File: src/rtl/ex_mem_stage.sv
// EX->MEM pipeline register with a two-entry skid buffer and branch resolution.
// The ready signal back to EX depends only on registered state.
module ex_mem_stage #(
  parameter int XLEN = 32,
  parameter int RD_W = 5
) (
  input  logic            clk,
  input  logic            rst_n,
  input  logic            flush,
  input  logic            in_valid,
  output logic            in_ready,
  input  logic [XLEN-1:0] alu_result,
  input  logic            zero,
  input  logic            sign,
  input  logic [RD_W-1:0] rd_addr,
  input  logic            reg_write,
  input  logic            mem_read,
  input  logic            mem_write,
  input  logic [XLEN-1:0] store_data,
  input  logic            branch,
  input  logic [2:0]      branch_type,
  input  logic [XLEN-1:0] branch_target,
  output logic            out_valid,
  input  logic            out_ready,
  output logic [XLEN-1:0] out_alu_result,
  output logic [RD_W-1:0] out_rd_addr,
  output logic            out_reg_write,
  output logic            out_mem_read,
  output logic            out_mem_write,
  output logic [XLEN-1:0] out_store_data,
  output logic            redirect,
  output logic [XLEN-1:0] redirect_pc,
  output logic            illegal_branch
);

  typedef enum logic [1:0] {EMPTY, ONE, TWO} state_t;

  typedef struct packed {
    logic [XLEN-1:0] alu_result;
    logic [RD_W-1:0] rd_addr;
    logic            reg_write;
    logic            mem_read;
    logic            mem_write;
    logic [XLEN-1:0] store_data;
  } entry_t;

  state_t          state_q, state_d;
  entry_t          main_q, main_d, skid_q, skid_d, in_entry;
  logic            redirect_q, redirect_d, illegal_q, illegal_d;
  logic [XLEN-1:0] redirect_pc_q, redirect_pc_d;
  logic            accept, drain, taken, legal;

  assign in_ready  = (state_q != TWO);
  assign out_valid = (state_q != EMPTY);
  assign accept    = in_valid & in_ready & ~flush;
  assign drain     = out_valid & out_ready;

  always_comb begin
    in_entry            = '0;
    in_entry.alu_result = alu_result;
    in_entry.rd_addr    = rd_addr;
    in_entry.reg_write  = reg_write;
    in_entry.mem_read   = mem_read;
    in_entry.mem_write  = mem_write;
    in_entry.store_data = store_data;
  end

  // Flags come straight from the ALU SUB; signed overflow is deliberately not corrected.
  always_comb begin
    legal = 1'b1;
    taken = 1'b0;
    case (branch_type)
      3'b000:  taken = zero;
      3'b001:  taken = ~zero;
      3'b100:  taken = sign;
      3'b101:  taken = ~sign;
      default: legal = 1'b0;
    endcase
  end

  always_comb begin
    state_d       = state_q;
    main_d        = main_q;
    skid_d        = skid_q;
    redirect_d    = accept & branch & legal & taken;
    illegal_d     = accept & branch & ~legal;
    redirect_pc_d = redirect_d ? branch_target : redirect_pc_q;
    if (flush) begin
      state_d = EMPTY;
    end else begin
      case (state_q)
        EMPTY: begin
          if (accept) begin
            state_d = ONE;
            main_d  = in_entry;
          end
        end
        ONE: begin
          if (accept && drain) begin
            main_d = in_entry;
          end else if (accept) begin
            state_d = TWO;
            skid_d  = in_entry;
          end else if (drain) begin
            state_d = EMPTY;
          end
        end
        TWO: begin
          if (drain) begin
            state_d = ONE;
            main_d  = skid_q;
          end
        end
        default: state_d = EMPTY;
      endcase
    end
  end

  always_ff @(posedge clk or negedge rst_n) begin
    if (!rst_n) begin
      state_q       <= EMPTY;
      main_q        <= '0;
      skid_q        <= '0;
      redirect_q    <= 1'b0;
      illegal_q     <= 1'b0;
      redirect_pc_q <= '0;
    end else begin
      state_q       <= state_d;
      main_q        <= main_d;
      skid_q        <= skid_d;
      redirect_q    <= redirect_d;
      illegal_q     <= illegal_d;
      redirect_pc_q <= redirect_pc_d;
    end
  end

  assign out_alu_result = main_q.alu_result;
  assign out_rd_addr    = main_q.rd_addr;
  assign out_reg_write  = main_q.reg_write;
  assign out_mem_read   = main_q.mem_read;
  assign out_mem_write  = main_q.mem_write;
  assign out_store_data = main_q.store_data;
  assign redirect       = redirect_q;
  assign redirect_pc    = redirect_pc_q;
  assign illegal_branch = illegal_q;

endmodule
File: config.mk
export PLATFORM = sky130hd
export DESIGN_NAME = ex_mem_stage
export DESIGN_NICKNAME = d
export VERILOG_FILES = /design/src/rtl/ex_mem_stage.sv
export SDC_FILE = /design/constraint.sdc
export NUM_CORES = 1
export LEC_CHECK = 0
export ABC_AREA = 1
export BUFFER_PORTS_ARGS = -buffer_cell sky130_fd_sc_hd__buf_2
export CAP_MARGIN = 20
export CELL_PAD_IN_SITES_DETAIL_PLACEMENT = 1
export CELL_PAD_IN_SITES_GLOBAL_PLACEMENT = 2
export CORE_MARGIN = 3
export CORE_UTILIZATION = 31
export CTS_BUF_LIST = sky130_fd_sc_hd__clkbuf_4 sky130_fd_sc_hd__clkbuf_8 sky130_fd_sc_hd__clkbuf_16
export DETAILED_ROUTE_END_ITERATION = 10
export GPL_ROUTABILITY_DRIVEN = 0
export PLACE_DENSITY = 0.85
export SYNTH_ARGS = -nofsm -noshare
export SYNTH_HDL_FRONTEND = slang
export SYNTH_SLANG_ARGS = --single-unit
File: constraint.sdc
create_clock -name clk -period 1.6 [get_ports clk]
set_input_delay 0.08 -clock clk [delete_from_list [all_inputs] [get_ports clk]]
set_output_delay 0.08 -clock clk [all_outputs]
set_load 0.01 [all_outputs]
==> results.md, run 1 <==
* Status: finished, final reports clean
* Final hold vios at 0
* Die ar. at 27,800 sq um
* Core Rows at 58
* CP Capture Type: register
* Routed vias at 7,059
* ANT nets after route at 0
* Count of cell types in the netlist at 23
* CP Max Fanout at 17
* Final min period at 1.50 ns
* FF-to-FF path depth at 8
* Slew margin rel. at 0.717
* Final Cell Area at 11,300 sq um
* Via density at 4.58
* Met1 Resource Use GR at 0.217
* Grt ovf at 0
* Final period utilization at 0.940
* Global Route Usage Sum at 0.171
* WL/cell at 15.5 um
* Width of the die at 167 um
* Worst R2R Setup Slack at 0.1 ns
* GRT busiest layer: met2
* FF+latch count, synth at 180
* Max Freq at 665 MHz
* Post-synthesis instance total at 880
* Syn Nets at 995
* Register area share after synthesis at 0.562
* Clock Skew at 0.0109 ns
* Port Buffer Count at 222
* DRT iter0 DRCs at 396
* Top Ports at 223
* Setup TNS at 0 ns
* Hold Startpoint: out_ready
* Initial core utilization at 0.317
* Initial antenna violation count at 1
* Non-Filler Instances at 1,542
* Met3 usage at 0.0354
* Residual DRC count at 0
* Met2 Resource Use GR at 0.291
* Die Y at 167 um
* Max Cap Violations at 0
* DP Wirelength at 14,700 um
* H-tree depth at 4
* Avg Cell Area, Syn at 9.12 sq um
* Pin count of the biggest net entering global routing at 78
* Placed insts at 1,397
* Root buffer cell: clkbuf_16
* R2R Path Start: state_q[0]$_DFFE_PN0P_
* Placed Area at 9490 sq um
* Synthesized area at 8020 sq um
* Req. time, crit path at 1.91 ns
* Clock buffer depth at 2
* Worst Setup Start Kind: register
* Worst-case vdd ir drop at 0.000503 V
* Worst path arrival time at 1.82 ns
* HP Class: in2reg
* CTS tree: done
* First-pass GRT wire length at 39,200 um
* Worst-Margin Slew at 0.425 ns
* Yosys warns at 0
* CP Class: reg2reg
* 1st-pass router iterations at 4
* Max-slew violations at 0
* Clock tree sinks at 180
* Hold path depth at 4
* Power density over the cells at 1280 nW/um^2
* Final setup violating endpoints at 0
* Reg-to-reg endpoint: redirect_pc[24]$_DFFE_PN0P_
* Clock-pin transition on the worst setup and hold timing paths at 0.07 ns
* Final WL at 24,000 um
* Pleak at 5.93 nW
* Clk_lat worst skew at 0.43 ns
* Core ar. at 25,300 sq um
* Share of cells above drive strength 1 at 0.338
* Hold Path End: state_q[0]$_DFFE_PN0P_
* Fin nets at 1,314
* Vias in the first global route at 7,585
* Syn-to-layout area delta at 40.3%
* Cts bufs inserted at 17
power by group:
part           switching, mW  total [mW]  internal [mW]  leakage, nW
Combinational           2.11        3.79           1.67         3.49
Sequential             0.709        6.59           5.88         2.19
Clock                   1.86        4.06           2.20        0.258
kinds of logic after synthesis:
| group | Yosys count | synth area share |
|---|---|---|
| DFF | 180 | 0.562 |
| AOI/OAI and AO/OA | 218 | 0.165 |
| and+or+nand+nor | 341 | 0.190 |
| buffers and inverters | 141 | 0.0835 |
state kept, by name (all words and copies together) (netlist names):
signal          flops
out_rd_addr         5
state_q             2
redirect            1
illegal_branch      1
out_store_data     32
out_alu_result     32
skid_q             72
out_mem_read        1
out_reg_write       1
redirect_pc        32
out_mem_write       1
Yosys cell counts, drive strengths merged:
master,number,area share
buf,42,0.037
inv,85,0.040
nand4,2,0.0034
nand2,216,0.12
dfrtp,180,0.56
clkbuf,14,0.0066
o21ai,137,0.11
nor2,85,0.042
nand3,38,0.024
a21oi,81,0.051
critical path, cell delays in order, from the launching register on:
cell	delay, ns
dfrtp_1	0.40
inv_2	0.08
nand2_8	0.12
nand3_2	0.12
nor2_4	0.20
nand2_1	0.10
buf_4	0.21
nand2_1	0.09
nand2_1	0.05
per-stage QoR:
stage	setup slack, ns	hold slack, ns	util	power, mW
2_1_floorplan	0.212	-0.216	-	8.66
3_3_place_gp	0.156	0.0623	0.375	10.1
3_5_place_dp	0.0986	0.0662	0.375	10.2
4_1_cts	0.00646	0.0260	0.441	14.6
5_1_grt	-0.00475	0.0756	0.444	15.5
6_report	0.0964	0.0423	0.444	14.4
placed cells by master, fill, tap and decap left out, types with 19 or more instances in the layout:
cell	synthesis	routed
nand3_1	37	37
nand2_1	155	155
o21ai_1	23	23
o21ai_2	60	60
nor2_1	82	82
dlygate4sd3_1	0	108
a21oi_1	80	80
nand2_2	60	59
clkbuf_16	0	19
o21ai_0	54	54
dfrtp_1	180	179
inv_1	82	82
buf_2	31	221
per-layer routing:
layer,share of wire,vias up,wire length (um)
met5,0,-,0
met4,0.021,0,503
met3,0.043,31,1040
met2,0.49,170,11800
met1,0.44,3426,10700
li1,-,3432,-
repair_timing:
| action | 4_1_cts | 5_1_grt |
|---|---|---|
| gates cloned | 1 | 2 |
| hold buffers | 108 | 0 |
| endpoints found under the setup margin | 1 | 4 |
| pin swaps | 0 | 2 |
| hold endpoints to repair | 274 | 0 |
| setup buffers | 0 | 2 |
| gates resized for setup | 1 | 4 |
worst max path at each step:
| stage | start | end | slack, ns |
|---|---|---|---|
| after global placement | state_q[1]$_DFFE_PN0P_ | out_alu_result[29]$_DFFE_PN0P_ | 0.16 |
| after floorplan | state_q[0]$_DFFE_PN0P_ | out_mem_read$_DFFE_PN0P_ | 0.21 |
| after global routing | state_q[0]$_DFFE_PN0P_ | redirect_pc[24]$_DFFE_PN0P_ | -0.005 |
| after CTS | state_q[1]$_DFFE_PN0P_ | in_ready | 0.006 |
| final | state_q[0]$_DFFE_PN0P_ | redirect_pc[24]$_DFFE_PN0P_ | 0.1 |
| after detailed placement | state_q[1]$_DFFE_PN0P_ | out_alu_result[29]$_DFFE_PN0P_ | 0.1 |
area by class of cell:
class / instances / area (sq um)
diodes: 2 / 5.00
repair buffers: 356 / 2580
flip-flops and latches: 180 / 4510
clock buffers: 19 / 447
multi-input cells: 559 / 2880
fillers: 2950 / 14100
clock inverters: 11 / 104
well taps: 330 / 413
inverters: 85 / 319
No activity file was read; power rests on OpenSTA's default activity.
==> inputs of run 2 (changes only) <==
==> config.mk (replaced) <==
export PLATFORM = sky130hd
export DESIGN_NAME = ex_mem_stage
export DESIGN_NICKNAME = d
export VERILOG_FILES = /design/src/rtl/ex_mem_stage.sv
export SDC_FILE = /design/constraint.sdc
export NUM_CORES = 1
export LEC_CHECK = 0
export BUFFER_PORTS_ARGS = -buffer_cell sky130_fd_sc_hd__buf_2
export CAP_MARGIN = 20
export CELL_PAD_IN_SITES_DETAIL_PLACEMENT = 1
export CELL_PAD_IN_SITES_GLOBAL_PLACEMENT = 2
export CORE_ASPECT_RATIO = 0.6
export CORE_MARGIN = 3
export CORE_UTILIZATION = 33
export CTS_BUF_LIST = sky130_fd_sc_hd__clkbuf_4 sky130_fd_sc_hd__clkbuf_8 sky130_fd_sc_hd__clkbuf_16
export DETAILED_ROUTE_END_ITERATION = 10
export GPL_ROUTABILITY_DRIVEN = 0
export PLACE_DENSITY = 0.84
export SYNTH_ARGS = -nofsm -noshare
export SYNTH_HDL_FRONTEND = slang
export SYNTH_SLANG_ARGS = --single-unit
==> results.md, run 2 <==
* Status: complete, but fails checks
* Failing checks: negative setup slack
* Final hold vios at 0 (unchanged)
* Pin count of the biggest net entering global routing at 50 (-36%)
* Via density at 4.67 (+2.0%)
* Die ar. at 25,500 sq um (-8.6%)
* Power density over the cells at 1190 nW/um^2 (-6.8%)
* Most flop-heavy register: skid_q
* DP Wirelength at 14,400 um (-2.2%)
* Core Rows at 42 (-28%)
* Clock tree sinks at 180 (unchanged)
* Synth async-reset ratio at 1.00 (unchanged)
* Clock-pin transition on the worst setup and hold timing paths at 0.07 ns (about the same)
* Filler cells at 2,357 (-20%)
* Most common cell after layout, fill and taps aside: buf_2
* Max Freq at 567 MHz (-15%)
* Post-synthesis instance total at 630 (-28%)
* Routed vias at 6,157 (-13%)
* Non-Filler Instances at 1,319 (-14%)
* Initial antenna violation count at 2 (+1)
* Clock buffer depth at 2 (unchanged)
* CP Capture Type: register
* Worst-case vdd ir drop at 0.000721 V (+43%)
* FF+latch count, synth at 180 (unchanged)
* Most used DFF post-synth: dfrtp_1
* List of most frequent post-synthesis cells: nand2_1, dfrtp_1, mux2_2
* 1st-pass router iterations at 4 (unchanged)
* Core ar. at 22,500 sq um (-11%)
* CP Max Fanout at 7 (-10)
* Vias in the first global route at 6,744 (-11%)
* Post-synth top area share at 0.580 (+0.0187)
* WL/cell at 20.7 um (+33%)
* Share of cells above drive strength 1 at 0.484 (+0.146)
* Width of the die at 204 um (+22%)
* Port Buffer Count at 222 (unchanged)
* Final setup violating endpoints at 136 (+136)
* Top Ports at 223 (unchanged)
* Global Route Usage Sum at 0.202 (+0.0312)
* Post-synth EDFFs at 0 (unchanged)
* Placed Area at 9390 sq um (-1.0%)
* Cell taking the most area after synthesis: dfrtp_1
* Fin nets at 1,113 (-15%)
* Clock Skew at 0.00970 ns (-0.00119 ns)
* Clk_lat worst skew at 0.43 ns (about the same)
* Residual DRC count at 0 (unchanged)
* Worst path arrival time at 2.08 ns (+0.26 ns)
* Avg Cell Area, Syn at 12.3 sq um (+35%)
* Grt ovf at 0 (unchanged)
* Req. time, crit path at 1.92 ns (about the same)
* Largest cells by area after synthesis: dfrtp_1, mux2_2, nand2_1
* Synthesized area at 7760 sq um (-3.2%)
* RSZ-0062 raised after global routing: true
* Die Y at 125 um (-25%)
* First-pass GRT wire length at 40,000 um (+2.1%)
* Count of cell types in the netlist at 25 (+8.7%)
* H-tree depth at 4 (unchanged)
* Root buffer cell: clkbuf_16
* Final WL at 27,300 um (+14%)
* Total power at 14.5 mW (+0.25%)
* Max FFs per register at 72 (unchanged)
* Max Cap Violations at 0 (unchanged)
* CTS tree: done
* Yosys warns at 0 (unchanged)
* Syn Nets at 745 (-25%)
* Commonest cells after routing, fill and taps aside: buf_2, nand2_1, dfrtp_1
* ANT nets after route at 0 (unchanged)
* Final period utilization at 1.10 (+0.162)
* Syn-to-layout area delta at 56.0%
* CP Class: reg2reg
* Cts bufs inserted at 17 (unchanged)
* Most frequent cell after synthesis: nand2_1
* Max-slew violations at 0 (unchanged)
* Pleak at 6.11 nW (+3.1%)
* Final worst slack at -0.162 ns (-0.259 ns)
* Final min period at 1.76 ns (+0.259 ns)
* Worst Setup Start Kind: register
* Worst-Margin Slew at 0.428 ns (+0.00343 ns)
* Initial core utilization at 0.344 (+0.0276)
* Register area share after synthesis at 0.580 (+0.0187)
* Finished Core Util at 0.537 (+0.0928)
* Placed insts at 1,150 (-18%)
* HP Class: in2async
* Setup TNS at -15.14 ns (-15.14 ns)
* DRT iter0 DRCs at 254 (-36%)
* Final Cell Area at 12,100 sq um (+7.6%)
* Slew margin rel. at 0.714 (-0.00229)
[run 2: worst max-delay path, cell delays in order, from the launching register on]
cell and delay, ns:
dfrtp_2 0.47, nand3b_1 0.23, a21oi_4 0.23, buf_6 0.19
clkbuf_16 0.18, mux2_2 0.34
[run 2: timing repair]
item / CTS / global route
gates cloned: 10 / 9
gates resized for setup: 63 / 78
hold buffers: 110 / 0
setup buffers: 11 / 1
pin swaps: 0 / 1
setup endpoints to repair: 177 / 177
hold endpoints to repair: 324 / 0
[run 2: where the power goes]
group          internal (mW)  switching, mW  total [mW]
logic                   2.35           1.49        3.84
registers               5.71          0.662        6.37
clock network           2.45           1.81        4.26
[run 2: worst paths after layout]
check	endpoint	start	slack (ns)	cells after the start
max	out_alu_result[9]$_DFFE_PN0P_	state_q[0]$_DFFE_PN0P_	-0.16	5
min	skid_q[23]$_DFFE_PN0P_	rst_n	0.13	2
max reg2reg	out_alu_result[9]$_DFFE_PN0P_	state_q[0]$_DFFE_PN0P_	-0.16	5
min reg2reg	out_alu_result[17]$_DFFE_PN0P_	out_alu_result[17]$_DFFE_PN0P_	0.50	1
max in group asynchronous	state_q[0]$_DFFE_PN0P_	rst_n	0.84	3
min in group clk	illegal_branch$_DFF_PN0_	flush	0.14	4
[run 2: cell families (layout without fill, tap and decap cells)]
logic type / Yosys count / after routing / share of synthesized area
simple gates: 231 / 231 / 0.116
flops: 180 / 180 / 0.580
mux: 177 / 177 / 0.271
buf+inv: 36 / 416 / 0.0269
compound gates: 5 / 5 / 0.00484
xor+xnor: 1 / 1 / 0.00113
other cells: 0 / 1 / 0
[run 2: layout make-up]
cell class / instances / area [sq um] / area share
clock buffer: 25 / 529 / 0.0437
sequential: 180 / 4510 / 0.372
inverter: 2 / 7.51 / 0.000620
timing repair buffer: 383 / 3120 / 0.257
tap: 308 / 385 / 0.0318
antenna: 1 / 2.50 / 0.000207
multi-input combinational: 414 / 3500 / 0.289
clock inverter: 6 / 65.1 / 0.00537
[run 2: per-layer routing]
layer	global-route usage	vias to the layer above	share of wire
li1	-	2820	-
met1	0.275	3178	0.48
met2	0.326	131	0.46
met3	0.0504	26	0.047
met4	0.0485	2	0.011
met5	0	-	0.00044
[run 2: stage by stage]
step / setup WS (ns) / hold WS, ns
finish: -0.162 / 0.131
global route: -0.213 / 0.153
CTS: -0.137 / 0.117
detailed placement: -0.143 / 0.0475
global placement: -0.0987 / 0.0367
floorplan: -0.168 / -0.216
==> inputs of run 3 (changes only) <==
--- a/config.mk
+++ b/config.mk
@@ -5,6 +5,7 @@
 export SDC_FILE = /design/constraint.sdc
 export NUM_CORES = 1
 export LEC_CHECK = 0
+export ABC_CLOCK_PERIOD_IN_PS = 1600
 export BUFFER_PORTS_ARGS = -buffer_cell sky130_fd_sc_hd__buf_2
 export CAP_MARGIN = 20
 export CELL_PAD_IN_SITES_DETAIL_PLACEMENT = 1
@@ -12,7 +13,6 @@
 export CORE_ASPECT_RATIO = 0.6
 export CORE_MARGIN = 3
 export CORE_UTILIZATION = 33
-export CTS_BUF_LIST = sky130_fd_sc_hd__clkbuf_4 sky130_fd_sc_hd__clkbuf_8 sky130_fd_sc_hd__clkbuf_16
 export DETAILED_ROUTE_END_ITERATION = 10
 export GPL_ROUTABILITY_DRIVEN = 0
 export PLACE_DENSITY = 0.84
==> results.md, run 3 (same netlist as run 2, synthesis figures left out) <==
* Fin nets at 1,114 (+0.090%)
* First-pass GRT wire length at 40,100 um (+0.38%)
* Share of cells above drive strength 1 at 0.484 (about the same)
* DP Wirelength at 14,400 um (unchanged)
* H-tree depth at 4 (unchanged)
* CTS tree: done
* Via density at 4.68 (+0.23%)
* Core Rows at 42 (unchanged)
* Worst Setup Start Kind: register
* Critical path destination: out_alu_result[25]$_DFFE_PN0P_
* Clock tree sinks at 180 (unchanged)
* Max-slew violations at 0 (unchanged)
* CP Capture Type: register
* Clock-pin transition on the worst setup and hold timing paths at 0.07 ns (about the same)
* Max Freq at 566 MHz (-0.19%)
* Worst Setup SP: state_q[0]$_DFFE_PN0P_
* Worst R2R Setup Slack at -0.17 ns (about the same)
* Total power at 14.5 mW (about the same)
* ANT nets after route at 0 (unchanged)
* Status: complete, but fails checks
* Root buffer cell: clkbuf_16
* CP Class: reg2reg
* DP Worst Slack at -0.143 ns (unchanged)
* Placed insts at 1,150 (unchanged)
* Vias in the first global route at 6,845 (+1.5%)
* Worst-Margin Slew at 0.555 ns (+0.127 ns)
* Port Buffer Count at 222 (unchanged)
* Pin count of the biggest net entering global routing at 50 (unchanged)
* DRT iter0 DRCs at 216 (-15%)
* Die ar. at 25,500 sq um (unchanged)
* Grt ovf at 0 (unchanged)
* Die Y at 125 um (unchanged)
* Clock Skew at 0.0108 ns (+0.00108 ns)
* Final period utilization at 1.10 (+0.00205)
* Non-Filler Instances at 1,319 (unchanged)
* 1st-pass router iterations at 4 (unchanged)
* Finished Core Util at 0.539 (+0.00178)
* Commonest cells after routing, fill and taps aside: buf_2, nand2_1, dfrtp_1
* Slew margin rel. at 0.630 (-0.0844)
* Routed vias at 6,171 (+0.23%)
* HP Class: in2reg
* CP Max Fanout at 6 (-1)
* Pleak at 6.14 nW (+0.44%)
* Power density over the cells at 1190 nW/um^2 (-0.36%)
* FF-to-FF path depth at 6 (+1)
* Req. time, crit path at 1.91 ns (about the same)
* Final min period at 1.77 ns (+0.00328 ns)
* Hold_ws at 0.129 ns (-0.00193 ns)
* Failing checks: negative setup slack
* Most flop-heavy register: skid_q
* Worst-case vdd ir drop at 0.000722 V (+0.10%)
* Worst path arrival time at 2.08 ns (about the same)
* R2R Path Start: state_q[0]$_DFFE_PN0P_
* Cts bufs inserted at 17 (unchanged)
* Final WL at 27,400 um (+0.22%)
* Max FFs per register at 72 (unchanged)
* Initial core utilization at 0.344 (unchanged)
* Final worst slack at -0.166 ns (-0.00328 ns)
* Residual DRC count at 0 (unchanged)
* Final setup violating endpoints at 165 (+21%)
* WL/cell at 20.8 um (+0.22%)
* Top Ports at 223 (unchanged)
* Syn-to-layout area delta at 56.5%
* Final hold vios at 0 (unchanged)
* Width of the die at 204 um (unchanged)
* Ant diodes at 0 (-1)
* Global Route Usage Sum at 0.202 (about the same)
* Max Cap Violations at 0 (unchanged)
* Reg-to-reg endpoint: out_alu_result[25]$_DFFE_PN0P_
* Clk_lat worst skew at 0.43 ns (about the same)
* Initial antenna violation count at 1 (-1)
* RSZ-0062 raised after global routing: true
* Most common cell after layout, fill and taps aside: buf_2
* Clock buffer depth at 2 (unchanged)
* Core ar. at 22,500 sq um (unchanged)
-- run 3: cell types whose count changed in the layout (fill, tap and decap cells not counted), moves of 2 or more --
cell	change
mux2_2	-6
mux2_4	+6
buf_12	+3
buf_8	-2
-- run 3: layout make-up --
cell class | instances | area, sq um
Inverter | 2 | 7.51
Multi-Input combinational cell | 414 | 3520
Fill cell | 2331 | 10400
Clock inverter | 6 | 65.1
Timing Repair Buffer | 384 | 3140
Tap cell | 308 | 385
Clock buffer | 25 | 526
Sequential cell | 180 | 4510
-- run 3: critical path, stage by stage (launching register included) --
cell and delay [ns]:
dfrtp_2 0.48, nand3b_1 0.24, a21oi_4 0.22, buf_6 0.13, buf_6 0.11, clkbuf_16 0.16, mux2_4 0.30
-- run 3: report_power, final --
part           internal [mW]  switching [mW]  leakage [nW]
clock                   2.43            1.80         0.292
sequential              5.71           0.659          2.17
combinational           2.37            1.49          3.67
total                   10.5            3.95          6.14
-- run 3: timing repair --
| action | 4_1_cts | 5_1_grt |
|---|---|---|
| setup buffers | 11 | 1 |
| cloned | 9 | 10 |
| hold buffers | 110 | 0 |
| endpoints found under the hold margin | 324 | 0 |
| resized for setup | 79 | 65 |
| endpoints found under the setup margin | 177 | 177 |
| pin swaps | 0 | 1 |
-- run 3: worst min path at each step --
stage,start,to,cells past startpoint
after floorplan,rst_n,illegal_branch$_DFF_PN0_,0
after global placement,rst_n,out_store_data[23]$_DFFE_PN0P_,1
after detailed placement,rst_n,out_store_data[26]$_DFFE_PN0P_,1
after CTS,flush,illegal_branch$_DFF_PN0_,4
after global routing,in_valid,illegal_branch$_DFF_PN0_,4
final,in_valid,illegal_branch$_DFF_PN0_,4
-- run 3: metrics by stage --
stage / TNS [ns] / cell area (sq um)
5_1_grt: -28.37 / 12200
3_3_place_gp: -11.91 / 9390
2_1_floorplan: -4.85 / 7790
3_5_place_dp: -16.67 / 9390
4_1_cts: -14.20 / 11700
6_report: -18.23 / 12200
-- run 3: layer usage --
layer / global-route usage / vias to the layer above / wire, um
met5: 0 / - / 12
met4: 0.0542 / 2 / 389
met3: 0.0504 / 30 / 1260
met2: 0.325 / 135 / 12500
met1: 0.274 / 3183 / 13300
li1: - / 2821 / -
